File: src/rtl/chacha20_stream_xor.sv
// chacha20_stream_xor: XORs a 32-bit plaintext word stream with ChaCha20 keystream blocks fetched from an external core.
// Ports: clock, reset (synchronous, active-high); load/key/nonce start or restart a session;
// in_valid/in_ready/in_data carry plaintext; out_valid/out_ready/out_data carry ciphertext;
// core_start/core_key/core_nonce/core_index request one 512-bit block; core_done/core_out return it.
module chacha20_stream_xor #(
    parameter logic [63:0] COUNTER_START = 64'd0
) (
    input  logic         clock,
    input  logic         reset,
    input  logic         load,
    input  logic [255:0] key,
    input  logic [63:0]  nonce,
    input  logic         in_valid,
    output logic         in_ready,
    input  logic [31:0]  in_data,
    output logic         out_valid,
    input  logic         out_ready,
    output logic [31:0]  out_data,
    output logic         core_start,
    output logic [255:0] core_key,
    output logic [63:0]  core_nonce,
    output logic [63:0]  core_index,
    input  logic         core_done,
    input  logic [511:0] core_out
);
    localparam logic [2:0] IDLE = 3'd0, GEN = 3'd1, WAIT = 3'd2, XOR = 3'd3, DRAIN = 3'd4;
    logic [2:0]   state;
    logic [3:0]   ptr;
    logic [511:0] buffer;
    logic         in_fire;
    // load wins over a coincident input word and suppresses a stale block request
    always_comb begin
        in_ready   = (state == XOR) && (!out_valid || out_ready) && !load;
        in_fire    = in_valid && in_ready;
        core_start = (state == GEN) && !load;
    end
    always_ff @(posedge clock) begin
        if (reset) begin
            state      <= IDLE;
            core_index <= COUNTER_START;
            ptr        <= '0;
            out_valid  <= 1'b0;
            out_data   <= '0;
            core_key   <= '0;
            core_nonce <= '0;
        end else begin
            // the buffer shifts left per consumed word, so the current word is always the top 32 bits
            if (in_fire) begin
                out_data  <= in_data ^ buffer[511:480];
                out_valid <= 1'b1;
                ptr       <= ptr + 4'd1;
                buffer    <= {buffer[479:0], 32'd0};
            end else if (out_ready) begin
                out_valid <= 1'b0;
            end
            // a load during WAIT/DRAIN must still swallow the block already requested from the core
            if (load) begin
                core_key   <= key;
                core_nonce <= nonce;
                core_index <= COUNTER_START;
                state      <= (state == WAIT || state == DRAIN) ? DRAIN : GEN;
            end else if (state == GEN) begin
                state <= WAIT;
            end else if (state == WAIT && core_done) begin
                buffer     <= core_out;
                ptr        <= '0;
                core_index <= core_index + 64'd1;
                state      <= XOR;
            end else if (state == DRAIN && core_done) begin
                state <= GEN;
            end else if (in_fire && ptr == 4'd15) begin
                state <= GEN;
            end
        end
    end
endmodule
File: config.mk
export PLATFORM = sky130hd
export DESIGN_NAME = chacha20_stream_xor
export DESIGN_NICKNAME = d
export VERILOG_FILES = /design/src/rtl/chacha20_stream_xor.sv
export SDC_FILE = /design/constraint.sdc
export NUM_CORES = 2
export LEC_CHECK = 0
export ABC_AREA = 1
export BUFFER_PORTS_ARGS = -buffer_cell sky130_fd_sc_hd__buf_4
export CELL_PAD_IN_SITES_DETAIL_PLACEMENT = 1
export CELL_PAD_IN_SITES_GLOBAL_PLACEMENT = 2
export CORE_AREA = 2 2 500 502
export CTS_BUF_LIST = sky130_fd_sc_hd__clkbuf_16
export CTS_CLUSTER_SIZE = 30
export DETAILED_ROUTE_END_ITERATION = 16
export DIE_AREA = 0 0 502 504
export GPL_ROUTABILITY_DRIVEN = 1
export PLACE_DENSITY_LB_ADDON = 0.1
export SLEW_MARGIN = 0
export SYNTH_ARGS = -nofsm -noshare
export SYNTH_HDL_FRONTEND = slang
export SYNTH_SLANG_ARGS = --single-unit
File: constraint.sdc
create_clock -name clock -period 21.3 [get_ports clock]
set_input_delay 4.26 -clock clock [delete_from_list [all_inputs] [get_ports clock]]
set_output_delay 4.26 -clock clock [all_outputs]
set_load 0.005 [all_outputs]
== After elaboration in Yosys (flattened, before gate mapping) ==
Cells that the tools add are included.
Cells by class
  mux-type cells: 16
  add/sub/neg operators: 2
  equal/unequal tests: 5
  bitwise gates (word level): 2
  reduce and logical (&&, ||, !) cells: 15
Operators by type and width (count)
  $mux 512: 4
  $add 64x1->64 const B: 1
  $xor 32x32->32: 1
  $mux 3: 6
  $mux 4: 4
  $logic_and 1x1->1: 7
  $eq 3x2->1 const B: 2
  $reduce_bool 5->1: 1
  $add 4x1->4 const B: 1
  $eq 4x4->1 const B: 1
  $eq 3x1->1 const B: 1
  $eq 3x3->1 const B: 1
  $logic_not 1->1: 2
  $logic_or 1x1->1: 2
  $mux 1: 2
  $reduce_and 2->1: 1
  $reduce_bool 2->1: 1
  $reduce_or 2->1: 1
  $not 1->1: 1
Storage, ports and cells
  word-level logic and storage cells: 48
  output and inout bits: 419
  input port bits: 870
  flip-flop bits (word level): 936

== Longest topological paths before layout ==
  depth after elaboration: 11
  depth in mapped cells: 11
  gate-level depth less buffers: 11

== Least setup slack after synthesis ==
OpenSTA, ideal clock, no wires.
  kind: input -> register
  start point: in reset
  end point: reg core_key[227]
  stages: 5
  data arrival time: 20.044 ns
  setup slack: 1.136 ns
  library setup time: 0.119 ns
  cells stage by stage: inv_1 clkbuf_1 clkbuf_1 o21ai_0 nor2_1
RTL lines
  start: declaration: line 9  | input logic reset,
  end signal: assignment: line 58  | core_key <= key;
  end: declaration: line 20  | output logic [255:0] core_key,

== Worst setup path after layout ==
  start point: in load
  end point: out in_ready
Between the ends
  cells in the longest elaborated chain, start to end: 2
Ends and longest elaborated chain
  start: declaration: line 10  | input logic load,
  $logic_not 1->1: line 33  | in_ready = (state == XOR) && (!out_valid || out_ready) && !load;
  $logic_and 1x1->1: line 33
  end: declaration: line 14  | output logic in_ready,
No other way between the ends.

==> run summary <==
Pwr Total = 4.88 mW
Via density = 4.20
FF-to-FF Start = state[1]
Slew @ Worst Pin = 1210 ps
Die ar. = 253000 µm²
Core ar. = 248000 µm²
CP Cell Sequence = buf_8 > nor3_2 > nand2_1 > inv_1 > buf_4
Die Wd = 502 µm
Flops & latches, synth = 936
Final period util = 44.7%
R2R cell count = 9
Nature of the critical path endpoint = primary output
Class of the worst hold path = reg -> reg
Post-cts hold buffer count = 0
Pin count of the biggest net entering global routing = 196
Boundary Pins = 1289
Hold endpoint = ptr[3]
DRC Markers = 0
Synthesized area = 41500 µm²
Cell count after synthesis = 4930
CTS buffer count = 134
Max Fclk = 105 MHz
Hold Path Stages = 2
Final cell count without fillers = 9508
Tot GR Track Use = 18.7%
WS Path Type = in -> out
Unrepaired setup endpoints after global routing = false
Power Dens Cells = 83.7 nW/µm²
CP max stage delay = 410 ps
Vias in the first global route = 42096
Grt ovf = 0
CP arrival = 5270 ps
Clock Sinks = 936
Critical Path RT = 17040 ps
Post-CTS Resized = 0
Initial antenna violation count = 148
Routed wire length = 245000 µm
Slew margin rel. = 19.4%
Avg Synthesized Cell Area = 8.42 µm²
Count of endpoints failing setup in the final report = 0
Latest clock arrival within the worst-skew pair = 770 ps
Synth-to-layout area growth = 40.6%
Worst R2R Setup Slack = 16390 ps
Synth area leaders = edfxtp_1 37%, dfxtp_1 20%, nor2_1 12%
WHS = 469 ps
Placement Setup Slack = 11690 ps
Starting Density = 16.8%
Hold Crit Start = ptr[3]
Post-route ant nets = 0
# nets final = 6920
Hpwl dp = 181000 µm
Port buffer count = 1288
Final worst slack = 11770 ps
Detailed Route Iter0 Violations = 2198
Layout cells sized above 1 = 25.0%
Root Buffer = clkbuf_16
Dpl cells = 9242
Status = completed
Yosys warning count = 0
Leakage Power = 23.0 nW
Post-CTS setup buffer count = 0
Die H = 504 µm
Number of max-cap violations = 0
DR pass1 iterations = 5
Max IR drop VDD = 0.0611 mV
Per-cell routed wire length = 25.8 µm
CTS tree = yes
Worst-path fanout max = 75
Synth top area share = 37.0%
Tmin final = 9530 ps
Number of fill cells = 29041
Longest Clk Path Bufs = 3
Vias = 39905
Cell Rows = 183
Sequential area share after synthesis = 57.5%
Worst path bufs/invs = 3
Worst-path clk slew = 60 ps
RePlAce Congestion = 0.849
Clock skew = 32.0 ps
Critical Path Slowest Stage Cell = buf_8
Setup TNS = 0 ps
Post-synth cell types = 37
CP delay by family, top = buffers and inverters
First-pass GRT wire length = 338000 µm
Setup crit start kind = input port
Final Max Tran Viols = 0
Syn_nets = 5802
Htree depth = 4
Synth area leader = edfxtp_1
Final Hold Vio Count = 0
Crit Reg-Reg Endpoint = buffer[228]
-- layer usage --
layer,vias to the layer above,GRT usage [%],wire [µm]
met5,-,0,750
met4,130,3.39,4690
met3,416,7.56,21800
met2,1087,31.9,118000
met1,19346,22.1,99900
li1,18926,-,-
-- layout by cell type, fill, tap and decap left out, types with 2 or more instances in the layout --
cell       synthesis  final
inv_1             63    108
diode_2            0     29
clkinv_2           0     11
nor3b_1            3      3
nand3_1           71     71
ha_1               2      2
clkinv_1           1     24
nor2_2             9     10
clkbuf_16          0    139
buf_12             0      6
xor2_1             9      9
xnor2_1           40     40
buf_4             22   1320
clkinv_8           0      3
edfxtp_1         512    512
nand2_1          715    715
nand3b_1           2      2
and2_1             2      2
o21ai_1          636    636
inv_8              0      4
inv_6              0      5
nor2_1          1302   1301
o21ai_0          684    684
nor3_1            14     14
o21bai_1           3      3
a211oi_2          18     18
nor2_4             3      3
dfxtp_1          424    424
a21oi_1           37     37
bufinv_16          0      6
inv_2              6      5
nand4_1           20     20
-- report_power, final --
group	switching [mW]	internal, mW	leakage (nW)
logic	0.286	0.251	12.3
clock network	0.938	1.25	2.18
registers	0.0866	2.08	8.52
total	1.31	3.57	23.0
-- how the worst max path moves through the flow --
stage | to | from | depth (start not counted) | slack, ps
3_5_place_dp | in_ready | load | 5 | 11690
6_report | in_ready | load | 5 | 11770
3_3_place_gp | in_ready | load | 5 | 11650
4_1_cts | in_ready | load | 5 | 11690
5_1_grt | in_ready | load | 5 | 11720
2_1_floorplan | core_key[227] | reset | 5 | 1140
-- cells by family after synthesis --
family,share of synthesized area [%]
AO/OA/AOI/OAI,17.0
XOR/XNOR,1.03
adder cells (fa/ha/maj),0.0602
buffers and inverters,4.44
flip-flops,57.5
AND/OR/NAND/NOR,20.0
-- area by class of cell --
| cell class | instances | area (µm²) | area share (%) |
|---|---|---|---|
| Sequential cell | 936 | 23900 | 40.9 |
| Multi-Input combinational cell | 3579 | 15800 | 27.1 |
| Timing Repair Buffer | 1327 | 10000 | 17.2 |
| Tap cell | 3330 | 4170 | 7.14 |
| Clock buffer | 139 | 3480 | 5.96 |
| Clock inverter | 98 | 622 | 1.07 |
| Inverter | 70 | 293 | 0.502 |
| Antenna cell | 29 | 72.6 | 0.124 |
-- metrics by stage --
step                utilization, %  cell area [µm²]
floorplan                        -            41500
global placement              21.9            54200
detailed placement            21.9            54200
CTS                           23.6            58300
global route                  23.6            58300
finish                        23.6            58400
-- state kept, by name, indices dropped and copies added, names as in the netlist --
register    count
buffer        512
core_key      256
core_index     64
core_nonce     64
out_data       32
ptr             4
state           3
out_valid       1
-- worst reg2reg max path, stage by stage, from the launching register on --
cell	delay, ps
dfxtp_1	410
nand2_2	130
nor3_2	230
nand3_4	390
inv_8	570
buf_4	830
buf_12	660
buf_12	880
o21ai_0	490
o21ai_1	180
-- Yosys cell counts --
master    instances
and3_1            1
nor2_1         1302
o21bai_1          3
dfxtp_1         424
nor2_2            9
nor2_4            3
nor3b_1           3
a21o_1            1
o21ai_1         636
nand2_2           1
inv_1            63
a211oi_1          1
clkbuf_1        181
nand3_1          71
and2_1            2
buf_4            22
nand3_2           1
xnor2_1          40
nand2_4           1
xor2_1            9
clkinv_1          1
buf_1             5
nor3_1           14
buf_6             5
inv_2             6
o21a_1            1
o21ai_0         684
nand2_1         715
nand3b_1          2
a31oi_1           1
nand4_1          20
a211oi_2         18
a21oi_1          37
ha_1              2
edfxtp_1        512
buf_2           132
nor3_2            1
No activity file was read; power rests on OpenSTA's default activity.
